[src/rtl/aes_sbox.sv]
// Purpose: AES forward S-box (FIPS-197 SubBytes) for one byte, computed as GF(2^8) inverse plus affine map.
// Latency: purely combinational, zero cycles.
// Backpressure: none; no handshake, output follows input.
// Ports: byte_val (8b input byte), sub_val (8b substituted byte).
module aes_sbox (
    input  logic [7:0] byte_val,
    output logic [7:0] sub_val
);

    // Multiply in GF(2^8) modulo x^8 + x^4 + x^3 + x + 1.
    function automatic logic [7:0] gf_mul(input logic [7:0] a, input logic [7:0] b);
        logic [7:0] p;
        logic [7:0] x;
        p = 8'h00;
        x = a;
        for (int i = 0; i < 8; i++) begin
            if (b[i]) p = p ^ x;
            x = {x[6:0], 1'b0} ^ (x[7] ? 8'h1b : 8'h00);
        end
        return p;
    endfunction

    logic [7:0] x2, x3, x6, x12, x15, x30, x60, x120, x240, x252, inv;

    // Multiplicative inverse as x^254 via an addition chain; 0 maps to 0 naturally.
    always_comb begin
        x2   = gf_mul(byte_val, byte_val);
        x3   = gf_mul(x2, byte_val);
        x6   = gf_mul(x3, x3);
        x12  = gf_mul(x6, x6);
        x15  = gf_mul(x12, x3);
        x30  = gf_mul(x15, x15);
        x60  = gf_mul(x30, x30);
        x120 = gf_mul(x60, x60);
        x240 = gf_mul(x120, x120);
        x252 = gf_mul(x240, x12);
        inv  = gf_mul(x252, x2);
    end

    // Affine transform: b ^ rotl1 ^ rotl2 ^ rotl3 ^ rotl4 ^ 0x63.
    assign sub_val = inv
                   ^ {inv[6:0], inv[7]}
                   ^ {inv[5:0], inv[7:6]}
                   ^ {inv[4:0], inv[7:5]}
                   ^ {inv[3:0], inv[7:4]}
                   ^ 8'h63;

endmodule

[src/rtl/aes_key_schedule.sv]
// Purpose: iterative AES-128 key expansion, emits round keys 0..10 from one working register.
// Latency: round 0 one cycle after key accept, then one round key per cycle; 12-cycle key-to-key period.
// Backpressure: round_key_ready low holds all outputs stable indefinitely; key_ready low while expanding.
// Ports: clk, rst (async active-high); key_in/key_valid/key_ready accept a cipher key;
//        round_key/round_idx/last_round/round_key_valid/round_key_ready present round keys.
module aes_key_schedule (
    input  logic         clk,
    input  logic         rst,
    input  logic [127:0] key_in,
    input  logic         key_valid,
    output logic         key_ready,
    output logic [127:0] round_key,
    output logic [3:0]   round_idx,
    output logic         last_round,
    output logic         round_key_valid,
    input  logic         round_key_ready
);

    localparam logic [0:0] ST_IDLE = 1'b0;
    localparam logic [0:0] ST_RUN  = 1'b1;

    logic [0:0]   state;
    logic [127:0] work;
    logic [3:0]   idx;

    logic [31:0] w0, w1, w2, w3;
    logic [31:0] rot, sub, t;
    logic [31:0] n0, n1, n2, n3;
    logic [7:0]  rcon;

    assign {w0, w1, w2, w3} = work;
    assign rot = {w3[23:0], w3[31:24]};

    for (genvar g = 0; g < 4; g++) begin : g_sbox
        aes_sbox u_sbox (
            .byte_val (rot[8*g +: 8]),
            .sub_val  (sub[8*g +: 8])
        );
    end

    // Round constant for the key being produced next (round idx+1).
    always_comb begin
        rcon = 8'h00;
        case (idx)
            4'd0:    rcon = 8'h01;
            4'd1:    rcon = 8'h02;
            4'd2:    rcon = 8'h04;
            4'd3:    rcon = 8'h08;
            4'd4:    rcon = 8'h10;
            4'd5:    rcon = 8'h20;
            4'd6:    rcon = 8'h40;
            4'd7:    rcon = 8'h80;
            4'd8:    rcon = 8'h1b;
            4'd9:    rcon = 8'h36;
            default: rcon = 8'h00;
        endcase
    end

    assign t  = sub ^ {rcon, 24'h000000};
    assign n0 = w0 ^ t;
    assign n1 = w1 ^ n0;
    assign n2 = w2 ^ n1;
    assign n3 = w3 ^ n2;

    always_ff @(posedge clk or posedge rst) begin
        if (rst) begin
            state <= ST_IDLE;
            work  <= 128'h0;
            idx   <= 4'd0;
        end else if (state == ST_IDLE) begin
            if (key_valid) begin
                work  <= key_in;
                idx   <= 4'd0;
                state <= ST_RUN;
            end
        end else begin
            if (round_key_ready) begin
                if (idx == 4'd10) begin
                    // Index cleared on exit so last_round cannot linger while idle;
                    // the working register keeps the final round key.
                    state <= ST_IDLE;
                    idx   <= 4'd0;
                end else begin
                    work <= {n0, n1, n2, n3};
                    idx  <= idx + 4'd1;
                end
            end
        end
    end

    assign key_ready       = (state == ST_IDLE);
    assign round_key_valid = (state == ST_RUN);
    assign round_key       = work;
    assign round_idx       = idx;
    assign last_round      = (idx == 4'd10);

endmodule
[config.mk]
export PLATFORM = sky130hd
export DESIGN_NAME = aes_key_schedule
export DESIGN_NICKNAME = d
export VERILOG_FILES = /design/src/rtl/aes_sbox.sv /design/src/rtl/aes_key_schedule.sv
export SDC_FILE = /design/constraint.sdc
export NUM_CORES = 2
export LEC_CHECK = 0
export BUFFER_PORTS_ARGS = -buffer_cell sky130_fd_sc_hd__buf_2
export CAP_MARGIN = 5
export CORE_MARGIN = 4
export CORE_UTILIZATION = 45
export DETAILED_ROUTE_END_ITERATION = 7
export SETUP_SLACK_MARGIN = 0.1
export SLEW_MARGIN = 20
export SYNTH_ARGS = -nofsm -noshare
export SYNTH_HDL_FRONTEND = slang
export SYNTH_HIERARCHICAL = 1
export SYNTH_SLANG_ARGS = --single-unit
[constraint.sdc]
create_clock -name clk -period 26.4 [get_ports clk]
set_input_delay 3.96 -clock clk [delete_from_list [all_inputs] [get_ports clk]]
set_output_delay 3.96 -clock clk [all_outputs]
set_load 0.005 [all_outputs]
==> flow_summary.yaml <==
placement:
  io_buffers: 266
  place.gp.congestion: 0.870
  hpwl_mm: 111
timing:
  tightest_slew_ns: 1.10
  fmax_mhz: 43.8
  setup_viol: 0
  rsz0062_at_grt: "false"
  finalHoldViolCount: 0
  finalCriticalPeriod_ns: 22.84
  slew_viol_final: 0
  relSlewSlack: 0.267
  skew_ns: 0.0146
  period_share: 0.865
  finalSetupTns_ns: 0
synthesis:
  synthCells: 6309
  ys.warnings.count: 6
  synth_largest_area_cell: "xnor2_1"
  synthTopCellsByArea: "xnor2_1, xnor3_1, dfrtp_1, xor2_1, nor2_1"
  synth_edf_count: 0
  synth_flop_cell: "dfrtp_1"
  ys_types: 100
  synth-seq-cells: 133
  netlist_area_mm2: 0.0511
  synthArstFlopShare: 1.00
  syn_avg_cell_area_um2: 8.10
  synth_top_area_share: 0.199
  ys_seq_area_frac: 0.0651
  synth_nets: 6471
global_routing:
  grt_pass1_vias: 42600
  grt_overflow: 0
  antenna_found_initial: 11
  grt_first_pass_wirelength_mm: 238
  grt_max_degree: 90
  grt_usage: 0.242
cells_and_area:
  mostFrequentLayoutCells: "xnor2_1, nor2_1, nand2_1"
  final_layout_size_suffix_gt1_frac: 0.132
  area_growth_syn_to_layout_pct: 6.38
  final_common_cell: "xnor2_1"
  fin_nets: 6527
routing:
  via_count: 45300
  vias_per_cell: 5.75
  routed_wl_mm: 149
  post-route-drc-count: 0
  drtAntennaViolNets: 0
  wl_per_cell_um: 18.9
  first_pass_iters: 6
  drt-initial-drc-count: 3873
clocking:
  cts-root-buf: "clkbuf_16"
  clk_latency_ns: 0.44
  clock_path_buffers: 2
  cts.htree.levels: 4
  cts_tree: "built"
  clkSinkCount: 133
  cts_hold_buf: 0
  post_cts_resized: 0
  clk_pin_slew_ns: 0.06
  cts_setup_buffers: 0
  numCtsBuffers: 17
floorplan:
  core_mm2: 0.113
  io_pins: 267
  start_util: 0.454
  chipHeight_um: 345
  die_area_mm2: 0.119
  num_rows: 123
  die_w_um: 345
job:
  cap_violations: 0
setup_path:
  end_kind: "flip-flop"
  cp.arrival_ns: 23.20
  cp.required_ns: 26.75
  critPathLaunchType: "flip-flop"
  crit_slowest_cell: "xnor3_1"
  crit_path_start: "round_key[0]$_DFFE_PP0P_"
  cpPeakStageDelay_ns: 1.03
  r2r_start: "round_key[0]$_DFFE_PP0P_"
  worstSetupEndpoint: "round_key[8]$_DFFE_PP0P_"
  cp_max_fo: 24
  setup.reg_to_reg.worst_slack_ns: 3.56
  rr_endpoint: "round_key[8]$_DFFE_PP0P_"
  crit_top_cell: "xnor2_1"
  path_class: "flip-flop to flip-flop"
  worst-r2r-cell-count: 67
min_path:
  hp-class: "flip-flop to flip-flop"
status:
  status: "complete, no violations"
==> metal layers <==
layer	vias to the layer above	GRT usage	share of wire
met4	6	0.0380	0.011
met5	-	0	0.00027
met2	1411	0.390	0.46
li1	22100	-	-
met1	21700	0.355	0.47
met3	100	0.0241	0.057
==> synth_stat cells (23+ instances only) <==
library cell and instances:
o21ai_1 40, nor3b_1 24, or3_1 56, a21oi_1 384
nor3_1 135, a211oi_1 64, nand2b_1 67, nand3_1 130
nor2_1 697, o21ai_0 210, nand2_1 656, a2bb2oi_1 23
nor2b_1 58, mux2i_1 163, a22oi_1 27, xnor3_1 237
nand4_1 24, nor4_1 24, nor2_2 25, and3_1 60
nand3b_1 24, a31oi_1 52, xnor2_2 97, dfrtp_1 133
buf_4 44, o22ai_1 77, xor2_2 37, buf_1 26
mux2_2 28, ha_1 30, a311oi_1 44, buf_2 106
xor2_1 366, a211o_1 34, xnor2_1 1162, a21o_1 50
clkbuf_1 187, inv_1 75, o211ai_1 52, xnor2_4 32
and2_1 44, xor3_1 65, xnor3_2 29
==> final cells by class <==
class | instances | area (um2)
Timing Repair Buffer | 407 | 2390
Multi-Input combinational cell | 5710 | 45800
Clock inverter | 10 | 121
Clock buffer | 21 | 470
Sequential cell | 133 | 3330
Tap cell | 1500 | 1880
Fill cell | 11100 | 58300
Inverter | 96 | 365
Antenna cell | 7 | 17.5
==> flip-flops by register name, summed over array words and instances, names as in the netlist <==
register	flops
round_idx	4
round_key	128
round_key_valid	1
==> kinds of logic (layout without fill, tap and decap cells) <==
logic type,count (synthesis),after routing,share of synthesized area
AND/OR/NAND/NOR,2113,2113,0.190
XOR/XNOR,2037,2037,0.476
AO/OA/AOI/OAI,1331,1331,0.180
buffers and inverters,466,534,0.0410
multiplexers,199,199,0.0399
flip-flops,133,133,0.0651
adder cells (fa/ha/maj),30,30,0.00735
other,0,7,0
==> critical path, delay by kind of cell (launching register included) <==
| kind | cells | cell delay, ns |
|---|---|---|
| and+or+nand+nor | 10 | 1.45 |
| buffers and inverters | 6 | 1.52 |
| muxes | 2 | 0.45 |
| DFF | 1 | 0.90 |
| AOI/OAI and AO/OA | 5 | 1.20 |
| xor gates and xnor gates | 39 | 15.06 |
| adders and majority gates | 5 | 2.13 |
==> through the flow <==
step | worst slack [ns] | util | std cells | instance area [um2] | hold WS, ns
final | 3.56 | 0.482 | 7884 | 54400 | 0.516
after global routing | 1.63 | 0.482 | 7881 | 54300 | 0.557
after CTS | 3.45 | 0.482 | 7877 | 54300 | 0.521
after detailed placement | 3.62 | 0.477 | 7846 | 53700 | 0.507
after global placement | 3.61 | 0.477 | 7846 | 53700 | 0.504
after floorplan | 7.85 | - | 6309 | 51100 | 0.510
==> worst min-delay path by stage <==
| stage | startpoint | to | cells after the start |
|---|---|---|---|
| 4_1_cts | round_key[87]$_DFFE_PP0P_ | round_key[87]$_DFFE_PP0P_ | 2 |
| 3_3_place_gp | round_key[87]$_DFFE_PP0P_ | round_key[87]$_DFFE_PP0P_ | 2 |
| 6_report | round_key[87]$_DFFE_PP0P_ | round_key[87]$_DFFE_PP0P_ | 2 |
| 3_5_place_dp | round_key[87]$_DFFE_PP0P_ | round_key[87]$_DFFE_PP0P_ | 2 |
| 2_1_floorplan | round_key[56]$_DFFE_PP0P_ | round_key[56]$_DFFE_PP0P_ | 2 |
| 5_1_grt | round_key[114]$_DFFE_PP0P_ | round_key[114]$_DFFE_PP0P_ | 1 |
Power is not shown: default switching activity piles up to over one toggle a cycle in this logic, so the estimate is an artifact.
